<file path="src/rtl/sys_cmd_pkg.sv">
// Shared definitions for the command controller: frame opcodes, the fixed
// operand register addresses and the parser state encoding.
package sys_cmd_pkg;

    localparam logic [7:0] OPC_WRITE   = 8'hAA;
    localparam logic [7:0] OPC_READ    = 8'hBB;
    localparam logic [7:0] OPC_ALU_OPS = 8'hCC;
    localparam logic [7:0] OPC_ALU_FUN = 8'hDD;

    localparam int OPERAND_A_ADDR = 0;
    localparam int OPERAND_B_ADDR = 1;

    typedef enum logic [3:0] {
        ST_IDLE,
        ST_WR_ADDR,
        ST_WR_DATA,
        ST_RD_ADDR,
        ST_RD_WAIT,
        ST_OP_A,
        ST_OP_B,
        ST_ALU_FUN,
        ST_ALU_WAIT,
        ST_TX_RD,
        ST_TX_LO,
        ST_TX_HI
    } state_t;

    // States that wait on the register file, the ALU or the transmitter;
    // a byte arriving in one of them is discarded.
    function automatic logic drops_rx(input state_t s);
        return s inside {ST_RD_WAIT, ST_ALU_WAIT, ST_TX_RD, ST_TX_LO, ST_TX_HI};
    endfunction

endpackage

</file>
<file path="src/rtl/sys_cmd_ctrl_if.sv">
// Byte input, register-file, ALU and response signals of the command controller.
// master = controller side, slave = surrounding system.
interface sys_cmd_ctrl_if #(
    parameter int DATA_WIDTH = 8,
    parameter int ADDR_WIDTH = 4,
    parameter int FUN_WIDTH  = 4
);
    logic [DATA_WIDTH-1:0]   rx_data;
    logic                    rx_valid;
    logic [ADDR_WIDTH-1:0]   rf_addr;
    logic                    rf_wr_en;
    logic [DATA_WIDTH-1:0]   rf_wr_data;
    logic                    rf_rd_en;
    logic [DATA_WIDTH-1:0]   rf_rd_data;
    logic                    rf_rd_valid;
    logic                    alu_en;
    logic [FUN_WIDTH-1:0]    alu_fun;
    logic [2*DATA_WIDTH-1:0] alu_out;
    logic                    alu_out_valid;
    logic [DATA_WIDTH-1:0]   tx_data;
    logic                    tx_valid;
    logic                    tx_ready;
    logic                    frame_drop;

    modport master (
        input  rx_data, rx_valid, rf_rd_data, rf_rd_valid, alu_out, alu_out_valid, tx_ready,
        output rf_addr, rf_wr_en, rf_wr_data, rf_rd_en, alu_en, alu_fun, tx_data, tx_valid,
               frame_drop
    );

    modport slave (
        output rx_data, rx_valid, rf_rd_data, rf_rd_valid, alu_out, alu_out_valid, tx_ready,
        input  rf_addr, rf_wr_en, rf_wr_data, rf_rd_en, alu_en, alu_fun, tx_data, tx_valid,
               frame_drop
    );
endinterface

</file>
<file path="src/rtl/sys_cmd_ctrl_resp_sender.sv">
// One-byte response holding register: loaded by the parser, released to the
// transmitter on a tx_valid/tx_ready handshake.
module resp_sender #(
    parameter int DATA_WIDTH = 8
) (
    input  logic                  CLK,
    input  logic                  RST,
    input  logic                  load,
    input  logic [DATA_WIDTH-1:0] load_data,
    input  logic                  tx_ready,
    output logic [DATA_WIDTH-1:0] tx_data,
    output logic                  tx_valid,
    output logic                  done
);
    assign done = tx_valid && tx_ready;

    // A load in the same cycle as a completed transfer queues the next byte
    // without a bubble, so tx_valid stays high.
    always_ff @(posedge CLK) begin
        if (!RST) begin
            tx_data  <= '0;
            tx_valid <= 1'b0;
        end else if (load) begin
            tx_data  <= load_data;
            tx_valid <= 1'b1;
        end else if (done) begin
            tx_valid <= 1'b0;
        end
    end
endmodule

</file>
<file path="src/rtl/sys_cmd_ctrl.sv">
// Command frame parser: decodes write/read/ALU frames from the synchronized
// byte stream, drives the register file and ALU, and returns result bytes.
module sys_cmd_ctrl
    import sys_cmd_pkg::*;
#(
    parameter int DATA_WIDTH = 8,
    parameter int ADDR_WIDTH = 4,
    parameter int FUN_WIDTH  = 4
) (
    input  logic           CLK,
    input  logic           RST,
    sys_cmd_ctrl_if.master bus
);
    localparam logic [DATA_WIDTH-1:0] OPC_WR  = DATA_WIDTH'(OPC_WRITE);
    localparam logic [DATA_WIDTH-1:0] OPC_RD  = DATA_WIDTH'(OPC_READ);
    localparam logic [DATA_WIDTH-1:0] OPC_OPS = DATA_WIDTH'(OPC_ALU_OPS);
    localparam logic [DATA_WIDTH-1:0] OPC_FUN = DATA_WIDTH'(OPC_ALU_FUN);

    state_t                state;
    logic [ADDR_WIDTH-1:0] rf_addr;
    logic                  rf_wr_en;
    logic [DATA_WIDTH-1:0] rf_wr_data;
    logic                  rf_rd_en;
    logic                  alu_en;
    logic [FUN_WIDTH-1:0]  alu_fun;
    logic                  frame_drop;
    logic [DATA_WIDTH-1:0] alu_hi;
    logic                  load;
    logic [DATA_WIDTH-1:0] load_data;
    logic [DATA_WIDTH-1:0] tx_data;
    logic                  tx_valid;
    logic                  tx_done;

    // NOTE: every variable gets a default before the case, so no path leaves it unassigned and no latch is inferred.
    always_comb begin
        load      = 1'b0;
        load_data = '0;
        case (state)
            ST_RD_WAIT: begin
                load      = bus.rf_rd_valid;
                load_data = bus.rf_rd_data;
            end
            ST_ALU_WAIT: begin
                load      = bus.alu_out_valid;
                load_data = bus.alu_out[DATA_WIDTH-1:0];
            end
            ST_TX_LO: begin
                load      = tx_done;
                load_data = alu_hi;
            end
            default: ;
        endcase
    end

    // NOTE: non-blocking assignments only, so every register updates from pre-edge values.
    always_ff @(posedge CLK) begin
        if (!RST) begin
            state      <= ST_IDLE;
            rf_addr    <= '0;
            rf_wr_en   <= 1'b0;
            rf_wr_data <= '0;
            rf_rd_en   <= 1'b0;
            alu_en     <= 1'b0;
            alu_fun    <= '0;
            frame_drop <= 1'b0;
            alu_hi     <= '0;
        end else begin
            rf_wr_en   <= 1'b0;
            rf_rd_en   <= 1'b0;
            alu_en     <= 1'b0;
            frame_drop <= bus.rx_valid && drops_rx(state);
            case (state)
                ST_IDLE: if (bus.rx_valid) begin
                    case (bus.rx_data)
                        OPC_WR:  state <= ST_WR_ADDR;
                        OPC_RD:  state <= ST_RD_ADDR;
                        OPC_OPS: state <= ST_OP_A;
                        OPC_FUN: state <= ST_ALU_FUN;
                        default: ;
                    endcase
                end
                ST_WR_ADDR: if (bus.rx_valid) begin
                    rf_addr <= bus.rx_data[ADDR_WIDTH-1:0];
                    state   <= ST_WR_DATA;
                end
                ST_WR_DATA: if (bus.rx_valid) begin
                    rf_wr_en   <= 1'b1;
                    rf_wr_data <= bus.rx_data;
                    state      <= ST_IDLE;
                end
                ST_RD_ADDR: if (bus.rx_valid) begin
                    rf_addr  <= bus.rx_data[ADDR_WIDTH-1:0];
                    rf_rd_en <= 1'b1;
                    state    <= ST_RD_WAIT;
                end
                ST_RD_WAIT: if (bus.rf_rd_valid) state <= ST_TX_RD;
                ST_OP_A: if (bus.rx_valid) begin
                    rf_addr    <= ADDR_WIDTH'(OPERAND_A_ADDR);
                    rf_wr_en   <= 1'b1;
                    rf_wr_data <= bus.rx_data;
                    state      <= ST_OP_B;
                end
                ST_OP_B: if (bus.rx_valid) begin
                    rf_addr    <= ADDR_WIDTH'(OPERAND_B_ADDR);
                    rf_wr_en   <= 1'b1;
                    rf_wr_data <= bus.rx_data;
                    state      <= ST_ALU_FUN;
                end
                ST_ALU_FUN: if (bus.rx_valid) begin
                    alu_fun <= bus.rx_data[FUN_WIDTH-1:0];
                    alu_en  <= 1'b1;
                    state   <= ST_ALU_WAIT;
                end
                ST_ALU_WAIT: if (bus.alu_out_valid) begin
                    alu_hi <= bus.alu_out[2*DATA_WIDTH-1:DATA_WIDTH];
                    state  <= ST_TX_LO;
                end
                ST_TX_RD: if (tx_done) state <= ST_IDLE;
                ST_TX_LO: if (tx_done) state <= ST_TX_HI;
                ST_TX_HI: if (tx_done) state <= ST_IDLE;
                default:  state <= ST_IDLE;
            endcase
        end
    end

    resp_sender #(.DATA_WIDTH(DATA_WIDTH)) u_resp_sender (
        .CLK       (CLK),
        .RST       (RST),
        .load      (load),
        .load_data (load_data),
        .tx_ready  (bus.tx_ready),
        .tx_data   (tx_data),
        .tx_valid  (tx_valid),
        .done      (tx_done)
    );

    assign bus.rf_addr    = rf_addr;
    assign bus.rf_wr_en   = rf_wr_en;
    assign bus.rf_wr_data = rf_wr_data;
    assign bus.rf_rd_en   = rf_rd_en;
    assign bus.alu_en     = alu_en;
    assign bus.alu_fun    = alu_fun;
    assign bus.tx_data    = tx_data;
    assign bus.tx_valid   = tx_valid;
    assign bus.frame_drop = frame_drop;
endmodule

</file>
<file path="src/flat_wrapper.sv">
// flat-port wrapper written by rule: the top's interface ports become plain ports
module sys_cmd_ctrl_flat import sys_cmd_pkg::*;
#(
    parameter int DATA_WIDTH = 8,
    parameter int ADDR_WIDTH = 4,
    parameter int FUN_WIDTH  = 4
)
  (CLK, RST, bus_rx_data, bus_rx_valid, bus_rf_rd_data, bus_rf_rd_valid, bus_alu_out, bus_alu_out_valid, bus_tx_ready, bus_rf_addr, bus_rf_wr_en, bus_rf_wr_data, bus_rf_rd_en, bus_alu_en, bus_alu_fun, bus_tx_data, bus_tx_valid, bus_frame_drop);
  sys_cmd_ctrl_if #(.DATA_WIDTH(DATA_WIDTH), .ADDR_WIDTH(ADDR_WIDTH), .FUN_WIDTH(FUN_WIDTH)) bus_i ();
  input  logic CLK;
  input  logic RST;
  input wire logic [$bits(bus_i.rx_data)-1:0] bus_rx_data;
  input wire logic [$bits(bus_i.rx_valid)-1:0] bus_rx_valid;
  input wire logic [$bits(bus_i.rf_rd_data)-1:0] bus_rf_rd_data;
  input wire logic [$bits(bus_i.rf_rd_valid)-1:0] bus_rf_rd_valid;
  input wire logic [$bits(bus_i.alu_out)-1:0] bus_alu_out;
  input wire logic [$bits(bus_i.alu_out_valid)-1:0] bus_alu_out_valid;
  input wire logic [$bits(bus_i.tx_ready)-1:0] bus_tx_ready;
  output wire logic [$bits(bus_i.rf_addr)-1:0] bus_rf_addr;
  output wire logic [$bits(bus_i.rf_wr_en)-1:0] bus_rf_wr_en;
  output wire logic [$bits(bus_i.rf_wr_data)-1:0] bus_rf_wr_data;
  output wire logic [$bits(bus_i.rf_rd_en)-1:0] bus_rf_rd_en;
  output wire logic [$bits(bus_i.alu_en)-1:0] bus_alu_en;
  output wire logic [$bits(bus_i.alu_fun)-1:0] bus_alu_fun;
  output wire logic [$bits(bus_i.tx_data)-1:0] bus_tx_data;
  output wire logic [$bits(bus_i.tx_valid)-1:0] bus_tx_valid;
  output wire logic [$bits(bus_i.frame_drop)-1:0] bus_frame_drop;
  assign bus_i.rx_data = bus_rx_data;
  assign bus_i.rx_valid = bus_rx_valid;
  assign bus_i.rf_rd_data = bus_rf_rd_data;
  assign bus_i.rf_rd_valid = bus_rf_rd_valid;
  assign bus_i.alu_out = bus_alu_out;
  assign bus_i.alu_out_valid = bus_alu_out_valid;
  assign bus_i.tx_ready = bus_tx_ready;
  assign bus_rf_addr = bus_i.rf_addr;
  assign bus_rf_wr_en = bus_i.rf_wr_en;
  assign bus_rf_wr_data = bus_i.rf_wr_data;
  assign bus_rf_rd_en = bus_i.rf_rd_en;
  assign bus_alu_en = bus_i.alu_en;
  assign bus_alu_fun = bus_i.alu_fun;
  assign bus_tx_data = bus_i.tx_data;
  assign bus_tx_valid = bus_i.tx_valid;
  assign bus_frame_drop = bus_i.frame_drop;
  sys_cmd_ctrl #(.DATA_WIDTH(DATA_WIDTH), .ADDR_WIDTH(ADDR_WIDTH), .FUN_WIDTH(FUN_WIDTH)) u_core (.CLK(CLK), .RST(RST), .bus(bus_i));
endmodule
</file>
<file path="config.mk">
export PLATFORM = sky130hd
export DESIGN_NAME = sys_cmd_ctrl_flat
export DESIGN_NICKNAME = d
export VERILOG_FILES = /design/src/rtl/sys_cmd_pkg.sv /design/src/rtl/sys_cmd_ctrl_if.sv /design/src/rtl/sys_cmd_ctrl_resp_sender.sv /design/src/rtl/sys_cmd_ctrl.sv /design/src/flat_wrapper.sv
export SDC_FILE = /design/constraint.sdc
export NUM_CORES = 1
export LEC_CHECK = 0
export CORE_MARGIN = 2
export CORE_UTILIZATION = 40
export DETAILED_ROUTE_END_ITERATION = 8
export GPL_TIMING_DRIVEN = 0
export HOLD_SLACK_MARGIN = 0.02
export PLACE_DENSITY = 0.83
export RECOVER_POWER = 25
export SYNTH_ARGS = -nofsm -noshare
export SYNTH_HDL_FRONTEND = slang
export SYNTH_SLANG_ARGS = --single-unit
</file>
<file path="constraint.sdc">
create_clock -name CLK -period 1.9 [get_ports CLK]
set_input_delay 0.19 -clock CLK [delete_from_list [all_inputs] [get_ports CLK]]
set_output_delay 0.19 -clock CLK [all_outputs]
set_load 0.05 [all_outputs]
</file>
# Yosys cells after proc, flatten, opt, wreduce, memory -nomap -nowiden
# Cells that the tools add are included.
[totals]
elab_cells = 77
in_bits = 38
ff_bits = 41
[classes]
reduce_logical = 17
mux = 21
n_eq_ne = 28
[ops]
columns = ["cell", "n"]
rows = [
  ["4-bit 2-to-1 mux", 13],
  ["4-bit case mux with 11 select lines", 1],
  ["8-bit equality test, second input constant", 4],
  ["8-bit case mux with 3 select lines", 1],
  ["2-bit inequality test, second input constant", 9],
  ["4-bit by 3-bit equality test with 1-bit output, second input constant", 4],
  ["4-bit equality test, second input constant", 4],
  ["4-bit case mux with 4 select lines", 1],
  ["4-bit case mux with 3 select lines", 1],
  ["12-bit AND reduction", 1],
  ["2-bit AND reduction", 6],
  ["4-bit by 2-bit equality test with 1-bit output, second input constant", 2],
  ["2-bit by 1-bit inequality test with 1-bit output, second input constant", 3],
  ["5-bit inequality test, second input constant", 1],
  ["5-bit nonzero test", 1],
  ["4-bit by 1-bit equality test with 1-bit output, second input constant", 1],
  ["4-bit logical NOT", 1],
  ["4-bit AND reduction", 1],
  ["2-bit OR reduction", 2],
  ["1-bit 2-to-1 mux", 3],
  ["1-bit case mux with 3 select lines", 1],
  ["3-bit nonzero test", 1],
  ["3-bit OR reduction", 1],
  ["1-bit logical AND", 2],
  ["2-bit nonzero test", 1],
]

# Longest topological paths before layout
# Gate-level depths: netlist of the first run.
[logic_depth]
depth_word = 4
ltp_mapped = 8

# Hierarchy
# A second synthesis of the first run with hierarchy kept.
[hier_totals]
hier_cells = 213
hier_area_um2 = 2107.0
[modules_own_cells]
columns = ["module", "cells_per_inst", "area_each_um2", "seq_area_each_um2", "n_inst"]
rows = [
  ["sys_cmd_ctrl", 184, 1765.4, 640.6, 1],
  ["resp_sender", 29, 341.6, 180.2, 1],
]

# Worst setup path before layout of the first run
# OpenSTA, ideal clock, no wires.
[synth_timing]
path_type = "register to register"
start = "register u_core.state[2]"
end = "register u_core.alu_hi[0]"
setup_ns = 0.128
path_stages_with_launch = 7
n_path_buf = 2
required_ns = 1.772
arrival_ns = 1.509
period_less_slack_ns = 1.636
slack_ns = 0.264
cell_sequence = "dfxtp_1 -> buf_6 -> or2_4 -> or4b_4 -> buf_6 -> mux2i_1 -> nor2_1"
[synth_between]
elab_chain_cells = 2
[synth_rtl]
columns = ["element", "line", "rtl"]
rows = [
  ["from (decl)", "sys_cmd_ctrl.sv:19", "state_t state;"],
  ["from (signal assigned)", "sys_cmd_ctrl.sv:58", "state <= ST_IDLE;"],
  ["from (signal assigned)", "sys_cmd_ctrl.sv:75", "OPC_WR: state <= ST_WR_ADDR;"],
  ["from (signal assigned)", "sys_cmd_ctrl.sv:76", "OPC_RD: state <= ST_RD_ADDR;"],
  ["4-bit equality test", "sys_cmd_ctrl.sv:72", "case (state)"],
  ["2-bit AND reduction (no line)", "-", ""],
  ["to (signal assigned)", "sys_cmd_ctrl.sv:115", "alu_hi <= bus.alu_out[2*DATA_WIDTH-1:DATA_WIDTH];"],
  ["to (decl)", "sys_cmd_ctrl.sv:27", "logic [DATA_WIDTH-1:0] alu_hi;"],
]
# Every way passes these cells.
# A chain may end at the register's enable or synchronous reset.

# Worst setup path after layout of the first run
[layout_timing]
start = "register u_core.state[2]"
end = "register u_core.alu_hi[6]"
# The elaborated chain is that of the path after synthesis.

==> impl_results.md, run 1 <==
- Syn_nets: 252
- Grt ovf: 0
- H-tree depth: 2
- Main flop type after synthesis: dfxtp_1
- DR iter-0 viols: 130
- Final nets: 328
- Post-Syn Area: 0.00194 mm2
- Final Hold Fails: 0
- Initial antenna violation count: 0
- Synth cell types: 39
- Mapped Cells: 214
- Crit path DAT: 1.93 ns
- DP HPWL: 3.86 mm
- Power Density: 558 mW/mm2
- Fin crit share: 92.7%
- Largest net degree at the start of global routing: 13
- Die area: 0.00543 mm2
- Layout cell share with drive strength beyond 1: 9.28%
- Final slew viol count: 0
- CP Class: reg -> reg
- Outcome: finished, final reports clean
- Worst-margin pin slew: 0.632 ns
- IO buf count: 66
- I/O pins: 67
- Max Clk Rate: 0.568 GHz
- Pleak: 1.11 nW
- Number of CTS-inserted buffers: 5
- DIE HEIGHT: 73.7 um
- First-pass GRT wire length: 8.02 mm
- Relative slew slack: 57.6%
- Initial core utilization: 41.4%
- Placed cells: 334
- Post-synthesis register bit count: 41
- Setup ws final: 0.139 ns
- Post-synth top cells: dfxtp_1, nor2_1, mux2i_1, nand2_1, a22o_1
- CTS tree: done
- Die X: 73.7 um
- Mean routed wirelength per cell: 14.9 um
- Most instantiated library cell after synthesis: dfxtp_1
- GRT Util Overall: 19.7%
- Clock Skews: 0.00599 ns
- Yosys Warn Count: 0
- Clock root buffer: clkbuf_8
- CP required: 2.07 ns
- Via-to-Cell Ratio: 5.32
- Placement Rows: 25
- EDFF count, synth: 0
- Reg clk slew, reported paths: 0.08 ns
- Worst Setup Start Kind: flip-flop
- # diodes: 0
- Max IR drop VDD: 0.000376 V
- Number of global-route vias before repair: 1619
- Area leader, netlist: dfxtp_1
- Routability Congestion: 0.891
- Crit path max fanout: 10
- Post-synthesis sequential area ratio: 42.2%
- Via count: 1835
- Area growth from synthesis to layout: 43.3%
- Total clock sinks: 41
- Worst Setup End Kind: flip-flop
- Dominant cells by area after synthesis: dfxtp_1, mux2i_1, nor2_1
- Hold Path Class: reg -> reg
- RSZ-0062 raised after global routing: no
- Ys async rst share: 0%
- Max Cap Viol: 0
- Top-area cell type share of the netlist area: 42.2%
- Final WL: 5.15 mm
- Final setup vio count: 0
- Clk_lat worst skew: 0.29 ns
- Syn avg cell area: 9.08 um2
- Non-filler cells, final: 345
- Core area: 0.00469 mm2
- CTS max path bufs: 2
- DRT antenna net count: 0
- First-pass DRT Iterations: 4
- Min Tclk post-route: 1.76 ns
- DRC Markers: 0
- DP Worst Slack: -0.0821 ns
==> final cells by class <==
cell class | instances | area [um2]
inverters | 3 | 11.3
plain buffers | 16 | 95.1
clock inverters | 2 | 10.0
multi-input cells | 154 | 1020
fillers | 404 | 1910
repair buffers | 69 | 683
flip-flops and latches | 41 | 821
clock buffers | 6 | 72.6
well taps | 54 | 67.6
==> flip-flops by register name, indices dropped and copies added (netlist names) <==
name and count:
u_core.bus.rf_rd_en 1, u_core.u_resp_sender.tx_data 8, u_core.alu_hi 8, u_core.bus.rf_addr 4
u_core.bus.alu_fun 4, u_core.bus.rf_wr_data 8, u_core.bus.alu_en 1, u_core.u_resp_sender.tx_valid 1
u_core.bus.rf_wr_en 1, u_core.state 4, u_core.bus.frame_drop 1
==> through the flow <==
step | util [%] | power [W] | TNS (ns) | cell area, um2 | hold WS, ns
finish | 59.3 | 0.00155 | 0 | 2780 | 0.465
global route | 59.3 | 0.00162 | 0 | 2780 | 0.487
CTS | 58.7 | 0.00157 | 0 | 2750 | 0.473
detailed placement | 56.9 | 0.00102 | -0.0821 | 2670 | 0.458
floorplan | - | 0.000920 | 0 | 1940 | 0.309
global placement | 56.9 | 0.00102 | -0.0781 | 2670 | 0.443
==> metal layers <==
| metal | GRT usage [%] | vias up | wire, um |
|---|---|---|---|
| met5 | 0 | - | 0 |
| met4 | 9.09 | 0 | 91 |
| met3 | 3.29 | 8 | 223 |
| met2 | 31.7 | 52 | 2570 |
| met1 | 25.6 | 857 | 2270 |
| li1 | - | 918 | - |
==> worst paths after layout <==
| path | from | end | slack (ns) | depth (start not counted) |
|---|---|---|---|---|
| max | u_core.state[2] | u_core.alu_hi[6] | 0.14 | 6 |
| min | u_core.bus.rf_addr[0] | u_core.bus.rf_addr[0] | 0.46 | 2 |
| max reg2reg | u_core.state[2] | u_core.alu_hi[6] | 0.14 | 6 |
| min reg2reg | u_core.bus.rf_addr[0] | u_core.bus.rf_addr[0] | 0.46 | 2 |
==> worst max-delay path, stage by stage (launching register included) <==
cell,delay [ns]
dfxtp_1,0.34
buf_6,0.15
or2_4,0.25
or4b_4,0.52
buf_6,0.17
mux2i_1,0.16
nor2_1,0.05
==> cell usage in the layout, fill, tap and decap left out, types with 3 or more instances in the layout <==
cell / instances
buf_4: 6
a22o_1: 10
buf_2: 4
a21oi_1: 5
dlygate4sd3_1: 14
nor2_1: 35
nand2_1: 18
a211oi_1: 9
clkbuf_8: 5
nand2b_1: 3
clkbuf_1: 6
and2_1: 5
o21ai_1: 4
a22oi_1: 8
mux2i_1: 24
dfxtp_1: 41
clkdlybuf4s50_1: 52
a211o_1: 3
nor2b_1: 3
==> what timing repair did <==
action                     4_1_cts  5_1_grt
hold buffers                     0        0
setup endpoints to repair        0        2
resized for setup                0        3
setup buffers                    0        3
==> logic make-up after synthesis <==
family	after synthesis	share of synthesized area, %
and+or+nand+nor	77	19.5
AOI/OAI and AO/OA	50	19.2
DFF	41	42.2
muxes	24	12.4
buffers and inverters	19	5.34
xor gates and xnor gates	3	1.35
==> report_power, final <==
| group | leakage [nW] | internal, W | total [W] | switching [W] |
|---|---|---|---|---|
| logic | 0.733 | 0.0000836 | 0.000139 | 0.0000559 |
| clock network | 0.0450 | 0.000255 | 0.000554 | 0.000299 |
| registers | 0.330 | 0.000860 | 0.000860 | 0.000000570 |
| total | 1.11 | 0.00120 | 0.00155 | 0.000355 |
Power figures use the tool's default switching activity.
==> inputs of run 2 (changes only) <==
--- a/config.mk
+++ b/config.mk
@@ -5,12 +5,13 @@
 export SDC_FILE = /design/constraint.sdc
 export NUM_CORES = 1
 export LEC_CHECK = 0
+export ABC_CLOCK_PERIOD_IN_PS = 1900
 export CORE_MARGIN = 2
-export CORE_UTILIZATION = 40
+export CORE_UTILIZATION = 45
 export DETAILED_ROUTE_END_ITERATION = 8
 export GPL_TIMING_DRIVEN = 0
 export HOLD_SLACK_MARGIN = 0.02
-export PLACE_DENSITY = 0.83
+export PLACE_DENSITY = 0.8
 export RECOVER_POWER = 25
 export SYNTH_ARGS = -nofsm -noshare
 export SYNTH_HDL_FRONTEND = slang
==> run 2 against run 1 <==
Compared with the run above:
- wire length decreased by 3.9%
- clock skew shrank 0.0044 ns
- core utilization grew 9.2 points
- critical path depth unchanged
- maximum frequency is 1.1% lower
- cell count decreased by 1.4%
- clock-buffer cell count unchanged
- critical endpoint is now u_core.state[3]
==> impl_results.md, run 2 (synthesis results as in run 1) <==
- Outcome: finished, final reports clean
- CP required: 2.09 ns (+0.02 ns)
- Grt ovf: 0 (unchanged)
- Final nets: 327 (-0.30%)
- Number of CTS-inserted buffers: 5 (unchanged)
- Reg2reg path depth: 6 (unchanged)
- Worst Setup End Kind: flip-flop
- Via-to-Cell Ratio: 5.29 (-0.52%)
- DP HPWL: 3.73 mm (-3.4%)
- I/O pins: 67 (unchanged)
- Clock root buffer: clkbuf_8
- Final instance area: 0.00280 mm2 (+0.63%)
- Final setup vio count: 0 (unchanged)
- Commonest non-fill, non-tap cell in the layout: clkdlybuf4s50_1
- Top Registers: u_core.alu_hi (8), u_core.bus.rf_wr_data (8), u_core.u_resp_sender.tx_data (8)
- Crit path DAT: 1.97 ns (+0.04 ns)
- Max Clk Rate: 0.562 GHz (-1.1%)
- DP Worst Slack: -0.0866 ns (-0.00450 ns)
- Hold Path Class: reg -> reg
- Total clock sinks: 41 (unchanged)
- Setup repair bufs after CTS: 0 (unchanged)
- Pleak: 1.11 nW (+0.38%)
- DR iter-0 viols: 148 (+14%)
- Area after DPL: 0.00267 mm2 (-0.19%)
- GRT Util Overall: 20.9% (+1.2 points)
- First-pass DRT Iterations: 4 (unchanged)
- Max IR drop VDD: 0.000465 V (+24%)
- CTS tree: done
- CTS max path bufs: 2 (unchanged)
- Setup ws final: 0.120 ns (-0.0193 ns)
- Clock Skews: 0.00157 ns (-0.00442 ns)
- Power Density: 617 mW/mm2 (+11%)
- Max Cap Viol: 0 (unchanged)
- Post-CTS Hold Buffers: 0 (unchanged)
- Routability Congestion: 0.835 (-6.3%)
- Most frequent cells in the layout: clkdlybuf4s50_1, dfxtp_1, nor2_1
- Hold path cells: 2 (unchanged)
- IO buf count: 66 (unchanged)
- R2r setup slk: 0.12 ns (-0.02 ns)
- CTS resizes: 0 (unchanged)
- Via count: 1799 (-2.0%)
- Largest net degree at the start of global routing: 14 (+1)
- Final Hold Fails: 0 (unchanged)
- R2r endpoint: u_core.state[3]
- Reg clk slew, reported paths: 0.08 ns (about the same)
- # diodes: 0 (unchanged)
- Power Total: 0.00173 W (+11%)
- Die X: 69.7 um (-5.4%)
- Fin crit share: 93.7% (+1.0 points)
- Min Tclk post-route: 1.78 ns (+0.0193 ns)
- Hold Path End: u_core.bus.rf_addr[0]
- DRT antenna net count: 0 (unchanged)
- Crit path max fanout: 10 (unchanged)
- RR Startpoint: u_core.state[0]
- Initial antenna violation count: 0 (unchanged)
- Layout cell share with drive strength beyond 1: 8.62% (-0.66 points)
- CP Class: reg -> reg
- Worst Setup Start Kind: flip-flop
- Area growth from synthesis to layout: 44.2%
- Setup crit start: u_core.state[0]
- DRC Markers: 0 (unchanged)
- Worst-margin pin slew: 0.574 ns (-0.0575 ns)
- Final WL: 4.95 mm (-3.9%)
- Number of global-route vias before repair: 1652 (+2.0%)
- Final slew viol count: 0 (unchanged)
- Relative slew slack: 61.5% (+3.9 points)
- Core area: 0.00409 mm2 (-13%)
- Worst hold start: u_core.bus.rf_addr[0]
- H-tree depth: 2 (unchanged)
- RSZ-0062 raised after global routing: no
- Initial core utilization: 47.6% (+6.1 points)
- Clk_lat worst skew: 0.29 ns (about the same)
- DIE HEIGHT: 69.7 um (-5.4%)
- Final core utilization: 68.6% (+9.2 points)
- Die area: 0.00486 mm2 (-11%)
- First-pass GRT wire length: 8.17 mm (+1.8%)
- Mean routed wirelength per cell: 14.5 um (-2.5%)
- Placement Rows: 23 (-8.0%)
- WHS: 0.489 ns (+0.0243 ns)
==> run 2: changes by cell type in the layout (fill, tap and decap cells not counted), sizes merged <==
cell / previous run / this run
clkbuf: 12 / 11
clkinv: 2 / 0
bufinv: 0 / 1
clkinvlp: 0 / 1
==> run 2: area by class of cell <==
class | count | area [um2]
clock buffer | 6 | 82.6
tap | 50 | 62.6
sequential | 41 | 821
buffer | 16 | 92.6
clock inverter | 2 | 37.5
inverter | 3 | 11.3
timing repair buffer | 68 | 676
fill | 348 | 1280
multi-input combinational | 154 | 1020
==> run 2: how the worst max path moves through the flow <==
| stage | endpoint | depth (start not counted) |
|---|---|---|
| 2_1_floorplan | u_core.alu_hi[0] | 6 |
| 3_5_place_dp | u_core.state[3] | 6 |
| 4_1_cts | u_core.u_resp_sender.tx_data[0] | 8 |
| 6_report | u_core.state[3] | 6 |
| 3_3_place_gp | u_core.state[3] | 6 |
| 5_1_grt | u_core.state[3] | 6 |
==> run 2: critical path, stage by stage, from the launching register on <==
cell	delay (ns)
dfxtp_1	0.30
buf_2	0.17
nor2_1	0.19
buf_2	0.25
o32ai_1	0.12
a211o_1	0.38
o41ai_1	0.27
==> run 2: metal layers <==
| layer | global-route usage [%] | wire length, um | up-vias |
|---|---|---|---|
| li1 | - | - | 912 |
| met1 | 29.1 | 2290 | 821 |
| met2 | 31.9 | 2310 | 57 |
| met3 | 4.80 | 254 | 9 |
| met4 | 6.84 | 100 | 0 |
| met5 | 0 | 0 | - |
==> run 2: through the flow <==
stage,setup TNS [ns],instances
floorplan,0,214
global placement,-0.0532,330
detailed placement,-0.0866,330
CTS,0,338
global route,0,340
finish,0,340
==> run 2: power by group <==
group          leakage, nW  internal, W  switching (W)  total (W)
sequential           0.330     0.000860    0.000000576   0.000860
combinational        0.725    0.0000833      0.0000550   0.000138
clock               0.0574     0.000427       0.000303   0.000730
total                 1.11      0.00137       0.000359    0.00173
